`config.mk`:
```
export PLATFORM = sky130hd
export DESIGN_NAME = channel_tester_core_flat
export DESIGN_NICKNAME = d
export VERILOG_FILES = /design/src/rtl/channel_tester_core_if.sv /design/src/rtl/channel_tester_core.sv /design/src/flat_wrapper.sv
export SDC_FILE = /design/constraint.sdc
export NUM_CORES = 1
export LEC_CHECK = 0
export BUFFER_PORTS_ARGS = -buffer_cell sky130_fd_sc_hd__buf_2
export CELL_PAD_IN_SITES_DETAIL_PLACEMENT = 2
export CELL_PAD_IN_SITES_GLOBAL_PLACEMENT = 2
export CORE_ASPECT_RATIO = 0.7
export CORE_MARGIN = 2
export CORE_UTILIZATION = 35
export CTS_CLUSTER_DIAMETER = 40
export DETAILED_ROUTE_END_ITERATION = 8
export GPL_TIMING_DRIVEN = 0
export PLACE_DENSITY = 0.7
export SYNTH_ARGS = -nofsm -noshare
export SYNTH_HDL_FRONTEND = slang
export SYNTH_SLANG_ARGS = --single-unit
```
`constraint.sdc`:
```
create_clock -name clk_200MHz_p -period 1.9 [get_ports clk_200MHz_p]
set_clock_uncertainty 0.2 [all_clocks]
set_input_delay 0.38 -clock clk_200MHz_p [delete_from_list [all_inputs] [get_ports clk_200MHz_p]]
set_output_delay 0.38 -clock clk_200MHz_p [all_outputs]
set_load 0.005 [all_outputs]
```
`src/rtl/channel_tester_core_if.sv`:
```
// Serial pairs and status for the two-lane link tester; the core uses slave, the harness master.
// Combinational bundle: no latency and no backpressure (free-running serial link).
interface channel_tester_core_if;
    logic       rxp_0, rxn_0, rxp_1, rxn_1;
    logic       txp_0, txn_0, txp_1, txn_1;
    logic       channel_up_0, channel_up_1;
    logic [3:0] Error_Counter_0;

    modport slave (
        input  rxp_0, rxn_0, rxp_1, rxn_1,
        output txp_0, txn_0, txp_1, txn_1, channel_up_0, channel_up_1, Error_Counter_0
    );

    modport master (
        output rxp_0, rxn_0, rxp_1, rxn_1,
        input  txp_0, txn_0, txp_1, txn_1, channel_up_0, channel_up_1, Error_Counter_0
    );
endinterface

```
`src/rtl/channel_tester_core.sv`:
```
// Two-lane serial loopback tester: comma-framed counter pattern out, align/lock/check in.
// TX: 1 bit per clock, registered. RX: lock ~34 clocks after release; no backpressure.
module ctc_lane #(
    parameter logic [7:0] COMMA       = 8'hBC,
    parameter int         COMMA_WORDS = 16,
    parameter int         LOCK_COUNT  = 4
) (
    input  logic       clk,
    input  logic       rst_n,
    input  logic       rxp,
    output logic       txp,
    output logic       txn,
    output logic       channel_up,
    output logic [3:0] err_cnt
);
    localparam int WCW = $clog2(COMMA_WORDS + 1);
    localparam int CCW = $clog2(LOCK_COUNT + 1);

    typedef enum logic       {SEND_COMMA, SEND_DATA} tx_state_t;
    typedef enum logic [1:0] {HUNT, LOCKING, UP}     rx_state_t;

    tx_state_t      tx_state, tx_state_nxt;
    logic [2:0]     bit_cnt;
    logic [WCW-1:0] word_cnt;
    logic [7:0]     data_cnt, tx_word;
    logic           tx_bit, word_end;

    always_comb begin
        tx_state_nxt = tx_state;
        word_end     = (bit_cnt == 3'd7);
        tx_word      = (tx_state == SEND_DATA) ? data_cnt : COMMA;
        if (tx_state == SEND_COMMA && word_end && word_cnt == WCW'(COMMA_WORDS - 1))
            tx_state_nxt = SEND_DATA;
        tx_bit = tx_word[3'd7 - bit_cnt];
    end

    always_ff @(posedge clk or negedge rst_n) begin
        if (!rst_n) begin
            tx_state <= SEND_COMMA;
            bit_cnt  <= 3'd0;
            word_cnt <= '0;
            data_cnt <= 8'd0;
            txp      <= 1'b0;
        end else begin
            txp      <= tx_bit;
            bit_cnt  <= bit_cnt + 3'd1;
            tx_state <= tx_state_nxt;
            if (word_end) begin
                if (tx_state == SEND_COMMA) word_cnt <= word_cnt + 1'b1;
                else                        data_cnt <= data_cnt + 8'd1;
            end
        end
    end

    assign txn = ~txp;

    rx_state_t      rx_state, rx_state_nxt;
    logic [7:0]     rx_sr, exp_dat;
    logic [2:0]     rx_ph;
    logic [CCW-1:0] comma_cnt, comma_cnt_nxt;
    logic           data_seen, ph_clr, chk_word, at_bound, is_comma;

    always_comb begin
        rx_state_nxt  = rx_state;
        comma_cnt_nxt = comma_cnt;
        ph_clr        = 1'b0;
        chk_word      = 1'b0;
        at_bound      = (rx_ph == 3'd7);
        is_comma      = (rx_sr == COMMA);
        case (rx_state)
            HUNT: begin
                if (is_comma) begin
                    ph_clr        = 1'b1;
                    comma_cnt_nxt = CCW'(1);
                    rx_state_nxt  = (LOCK_COUNT <= 1) ? UP : LOCKING;
                end
            end
            LOCKING: begin
                if (at_bound) begin
                    if (is_comma) begin
                        comma_cnt_nxt = comma_cnt + 1'b1;
                        if (comma_cnt_nxt == CCW'(LOCK_COUNT)) rx_state_nxt = UP;
                    end else begin
                        comma_cnt_nxt = '0;
                        rx_state_nxt  = HUNT;
                    end
                end
            end
            // Commas are skipped only until the first data word, so a counter value
            // equal to the comma later on is still checked.
            UP:      chk_word = at_bound && (data_seen || !is_comma);
            default: rx_state_nxt = HUNT;
        endcase
    end

    always_ff @(posedge clk or negedge rst_n) begin
        if (!rst_n) begin
            rx_sr     <= 8'd0;
            rx_ph     <= 3'd0;
            rx_state  <= HUNT;
            comma_cnt <= '0;
            data_seen <= 1'b0;
            exp_dat   <= 8'd0;
            err_cnt   <= 4'd0;
        end else begin
            rx_sr     <= {rx_sr[6:0], rxp};
            rx_ph     <= ph_clr ? 3'd0 : rx_ph + 3'd1;
            rx_state  <= rx_state_nxt;
            comma_cnt <= comma_cnt_nxt;
            if (chk_word) begin
                data_seen <= 1'b1;
                exp_dat   <= exp_dat + 8'd1;
                if (rx_sr != exp_dat && err_cnt != 4'hF) err_cnt <= err_cnt + 4'd1;
            end
        end
    end

    assign channel_up = (rx_state == UP);
endmodule

module channel_tester_core #(
    parameter logic [7:0] COMMA       = 8'hBC,
    parameter int         COMMA_WORDS = 16,
    parameter int         LOCK_COUNT  = 4
) (
    input  logic                        clk_200MHz_p,
    input  logic                        clk_200MHz_n,
    input  logic                        peripheral_reset,
    channel_tester_core_if.slave        link
);
    logic       txp_0, txn_0, txp_1, txn_1, up_0, up_1;
    logic [3:0] err_0, err_1;

    ctc_lane #(.COMMA(COMMA), .COMMA_WORDS(COMMA_WORDS), .LOCK_COUNT(LOCK_COUNT)) u_lane_0 (
        .clk(clk_200MHz_p), .rst_n(peripheral_reset), .rxp(link.rxp_0),
        .txp(txp_0), .txn(txn_0), .channel_up(up_0), .err_cnt(err_0)
    );

    // Lane 1 error count stays internal.
    ctc_lane #(.COMMA(COMMA), .COMMA_WORDS(COMMA_WORDS), .LOCK_COUNT(LOCK_COUNT)) u_lane_1 (
        .clk(clk_200MHz_p), .rst_n(peripheral_reset), .rxp(link.rxp_1),
        .txp(txp_1), .txn(txn_1), .channel_up(up_1), .err_cnt(err_1)
    );

    assign link.txp_0           = txp_0;
    assign link.txn_0           = txn_0;
    assign link.txp_1           = txp_1;
    assign link.txn_1           = txn_1;
    assign link.channel_up_0    = up_0;
    assign link.channel_up_1    = up_1;
    assign link.Error_Counter_0 = err_0;
endmodule

```
`src/flat_wrapper.sv`:
```
// flat-port wrapper written by rule: the top's interface ports become plain ports
module channel_tester_core_flat 
#(
    parameter logic [7:0] COMMA       = 8'hBC,
    parameter int         COMMA_WORDS = 16,
    parameter int         LOCK_COUNT  = 4
)
  (clk_200MHz_p, clk_200MHz_n, peripheral_reset, link_rxp_0, link_rxn_0, link_rxp_1, link_rxn_1, link_txp_0, link_txn_0, link_txp_1, link_txn_1, link_channel_up_0, link_channel_up_1, link_Error_Counter_0);
  channel_tester_core_if link_i ();
  input  logic clk_200MHz_p;
  input  logic clk_200MHz_n;
  input  logic peripheral_reset;
  input wire logic [$bits(link_i.rxp_0)-1:0] link_rxp_0;
  input wire logic [$bits(link_i.rxn_0)-1:0] link_rxn_0;
  input wire logic [$bits(link_i.rxp_1)-1:0] link_rxp_1;
  input wire logic [$bits(link_i.rxn_1)-1:0] link_rxn_1;
  output wire logic [$bits(link_i.txp_0)-1:0] link_txp_0;
  output wire logic [$bits(link_i.txn_0)-1:0] link_txn_0;
  output wire logic [$bits(link_i.txp_1)-1:0] link_txp_1;
  output wire logic [$bits(link_i.txn_1)-1:0] link_txn_1;
  output wire logic [$bits(link_i.channel_up_0)-1:0] link_channel_up_0;
  output wire logic [$bits(link_i.channel_up_1)-1:0] link_channel_up_1;
  output wire logic [$bits(link_i.Error_Counter_0)-1:0] link_Error_Counter_0;
  assign link_i.rxp_0 = link_rxp_0;
  assign link_i.rxn_0 = link_rxn_0;
  assign link_i.rxp_1 = link_rxp_1;
  assign link_i.rxn_1 = link_rxn_1;
  assign link_txp_0 = link_i.txp_0;
  assign link_txn_0 = link_i.txn_0;
  assign link_txp_1 = link_i.txp_1;
  assign link_txn_1 = link_i.txn_1;
  assign link_channel_up_0 = link_i.channel_up_0;
  assign link_channel_up_1 = link_i.channel_up_1;
  assign link_Error_Counter_0 = link_i.Error_Counter_0;
  channel_tester_core #(.COMMA(COMMA), .COMMA_WORDS(COMMA_WORDS), .LOCK_COUNT(LOCK_COUNT)) u_core (.clk_200MHz_p(clk_200MHz_p), .clk_200MHz_n(clk_200MHz_n), .peripheral_reset(peripheral_reset), .link(link_i));
endmodule
```
==> results.toml <==
[grt]
grt_use_total_pct = 15.1
grt_pass1_vias = 2598
grt_start_max_net_pins = 71
grt.overflow.total = 0
antenna_found_initial = 0
grt_pass1_wl_um = 13200

[yosys]
synth_ff_type = "dfrtp_1"
synth_edf_count = 0
syn_inst = 303
syn_nets = 330
postSynthAreaPerCell_um2 = 11.8
synth.cell_area_um2 = 3580
ys_types = 46
async_reset_ff_share_pct = 100
synth_warnings = 0
ys_ff_latch = 81
yosysSeqAreaShare_pct = 56.6

[clocking]
cts-htree-levels = 3
cts.sinks = 81
cts.path.max_buffers = 2
cts_buffers = 9
cts_tree = "yes"
cts_root_buf = "clkbuf_16"
clkTransAtPathRegs_ps = 60
clk_latency_ps = 340

[detailed_routing]
avgViaCountPerCell = 4.96
ant_nets = 0
drc = 0
drt_iter0_drc = 85
vias = 2350
dr.pass1.iters = 4
routedWlPerCell_um = 16.0
wirelength_um = 7600

[critical_path]
required_ps = 1920
rr_startpoint = "u_core.u_lane_0.rx_ph[0]"
crit_family = "simple AND/OR/NAND/NOR gates"
slowest_stage = "or3_4"
rrSetupSlack_ps = -110
critical_path_class = "reg2reg"
regToRegEndpoint = "u_core.u_lane_0.err_cnt[1]"
cpPeakStageDelay_ps = 380
crit_buf_inv = 0
path_max_fanout = 3
rr_worst_depth = 6
arrival_ps = 2030
cp-start-kind = "register"
startpoint = "u_core.u_lane_0.rx_ph[0]"
crit_cells = 6
critPathCaptureType = "register"
crit_chain = "ha_2, ha_4, nand3b_4, a31o_1, or3_4, mux2_4"

[finish]
drive_above_1_share_pct = 18.2
seqCellArea_um2 = 2030
mostFrequentLayoutCell = "dfrtp_1"
fin_cells = 474
final_nets = 369
fin_area_um2 = 4300
syn2layout_area_growth_pct = 20.0
multi_input_area_um2 = 1580
final_cell_mix = "dfrtp_1 (79), xnor2_1 (32), nand2_1 (29), ha_1 (18), nor2_1 (14)"
diodes = 0
fill_cells = 983

[timing]
fin_ws_ps = -109
fmax_ghz = 0.498
timing.hold.ws_ps = 169
worstMarginPinSlew_ps = 393
fin_crit_sh_pct = 106
finalSetupViolations = 7
slew_viol_final = 0
slew_headroom_pct = 73.5
fin_crit_ps = 2010
hold_viol = 0
rsz0062_at_grt = "yes"

[floorplan]
die_w_um = 125
ios = 17
start_util_pct = 36.4
core_um2 = 9830
dieArea_um2 = 11100
rows = 30
chipHeight_um = 88.6

[placed_design]
place_area_um2 = 3860
io_buffers = 13
placedCellCount = 445
dpl.hpwl_um = 5050
place_congestion = 0.713

[min_path]
hold_class = "reg2reg"
hold_start = "u_core.u_lane_1.rx_sr[4]"
whs_endpoint = "u_core.u_lane_1.rx_sr[5]"
whs_path_depth = 0

[job]
maxCapViolations = 0

[pwr]
power_mw = 3.75
vdd.ir_drop.worst_v = 0.000457
power_density_nw_per_um2 = 873
p_leak_nw = 2.03

[outcome]
status = "finished with violations"
violations = "negative setup slack"
## stage by stage
| stage | setup TNS (ps) | util (%) | worst slack (ps) |
|---|---|---|---|
| 6_report | -448 | 43.7 | -109 |
| 3_5_place_dp | -842 | 39.3 | -145 |
| 5_1_grt | -1070 | 43.7 | -172 |
| 4_1_cts | -365 | 42.7 | -109 |
| 2_1_floorplan | -35.9 | - | -35.9 |
| 3_3_place_gp | -37040 | 39.0 | -457 |
## routing by layer
metal | global-route usage, % | share of wire (%) | vias to the layer above
li1 | - | - | 1130
met1 | 19.8 | 49 | 1193
met2 | 24.5 | 46 | 18
met3 | 4.17 | 2.5 | 9
met4 | 5.76 | 1.7 | 0
met5 | 0 | 0 | -
## Yosys cell counts (2+ instances only)
master | count | area share (%)
dfrtp_1 | 81 | 57
nor2b_1 | 8 | 1.4
o21ai_0 | 15 | 2.1
nand3_1 | 12 | 1.7
mux2i_1 | 4 | 1.1
nor3_1 | 3 | 0.42
nand2_1 | 29 | 3.0
nand2b_1 | 3 | 0.52
a21oi_1 | 6 | 0.84
and3_1 | 5 | 0.87
and4_1 | 2 | 0.49
xnor2_1 | 33 | 8.1
nand4_1 | 13 | 2.3
o21bai_1 | 2 | 0.42
ha_1 | 20 | 7.0
clkbuf_1 | 2 | 0.21
xor2_1 | 6 | 1.5
nor2_1 | 16 | 1.7
mux2_2 | 5 | 1.6
a21o_1 | 2 | 0.42
nand3b_1 | 3 | 0.63
inv_1 | 9 | 0.94
## registers in the layout, summed over array words and instances (netlist names), 2 cells and up
signal and count:
u_core.u_lane_0.data_cnt 8, u_core.u_lane_0.exp_dat 8, u_core.u_lane_0.rx_sr 8, u_core.u_lane_1.data_cnt 8, u_core.u_lane_1.rx_sr 8, u_core.u_lane_0.word_cnt 5
u_core.u_lane_1.word_cnt 5, u_core.u_lane_0.err_cnt 4, u_core.u_lane_0.bit_cnt 3, u_core.u_lane_0.comma_cnt 3, u_core.u_lane_0.rx_ph 3, u_core.u_lane_1.bit_cnt 3
u_core.u_lane_1.comma_cnt 3, u_core.u_lane_1.rx_ph 3, u_core.u_lane_0.rx_state 2, u_core.u_lane_1.rx_state 2
## power by group
group / leakage (nW) / internal, mW / switching (mW)
Sequential: 1.04 / 1.80 / 0.0519
Combinational: 0.868 / 0.162 / 0.171
Clock: 0.124 / 0.916 / 0.648
## worst register-to-register path, cell delays in order, from the launching register on
cell	delay, ps
dfrtp_1	350
ha_2	190
ha_4	150
nand3b_4	100
a31o_1	220
or3_4	380
mux2_4	300
## cells by family (layout without fill, tap and decap cells)
group / after synthesis / count (layout) / synth area share [%]
xor+xnor: 39 / 39 / 9.54
simple gates: 106 / 106 / 16.3
fa+ha+maj: 20 / 20 / 6.99
compound gates: 35 / 35 / 6.15
buf+inv: 12 / 55 / 1.29
mux: 10 / 10 / 3.11
flops: 81 / 81 / 56.6
## how the worst max path moves through the flow
stage                                       end  slack [ps]
finish               u_core.u_lane_0.err_cnt[1]        -110
global route         u_core.u_lane_0.exp_dat[5]        -170
CTS                  u_core.u_lane_0.err_cnt[1]        -110
detailed placement   u_core.u_lane_0.exp_dat[5]        -150
global placement    u_core.u_lane_0.data_cnt[2]        -460
floorplan            u_core.u_lane_0.err_cnt[1]         -40
## repair_timing
| item | 4_1_cts | 5_1_grt |
|---|---|---|
| buffers inserted | 5 | 7 |
| gates resized for setup | 5 | 9 |
| pin swaps | 1 | 9 |
| hold endpoints to repair | 13 | 0 |
| hold buffers | 3 | 0 |
| endpoints found under the setup margin | 11 | 14 |
## layout make-up
cell class	instances	area share, %
Buffer	2	0.233
Sequential cell	81	47.2
Multi-Input combinational cell	210	36.7
Tap cell	128	3.73
Timing Repair Buffer	29	5.30
Clock buffer	15	6.00
Inverter	9	0.786
(Power assumes the default switching activity.)
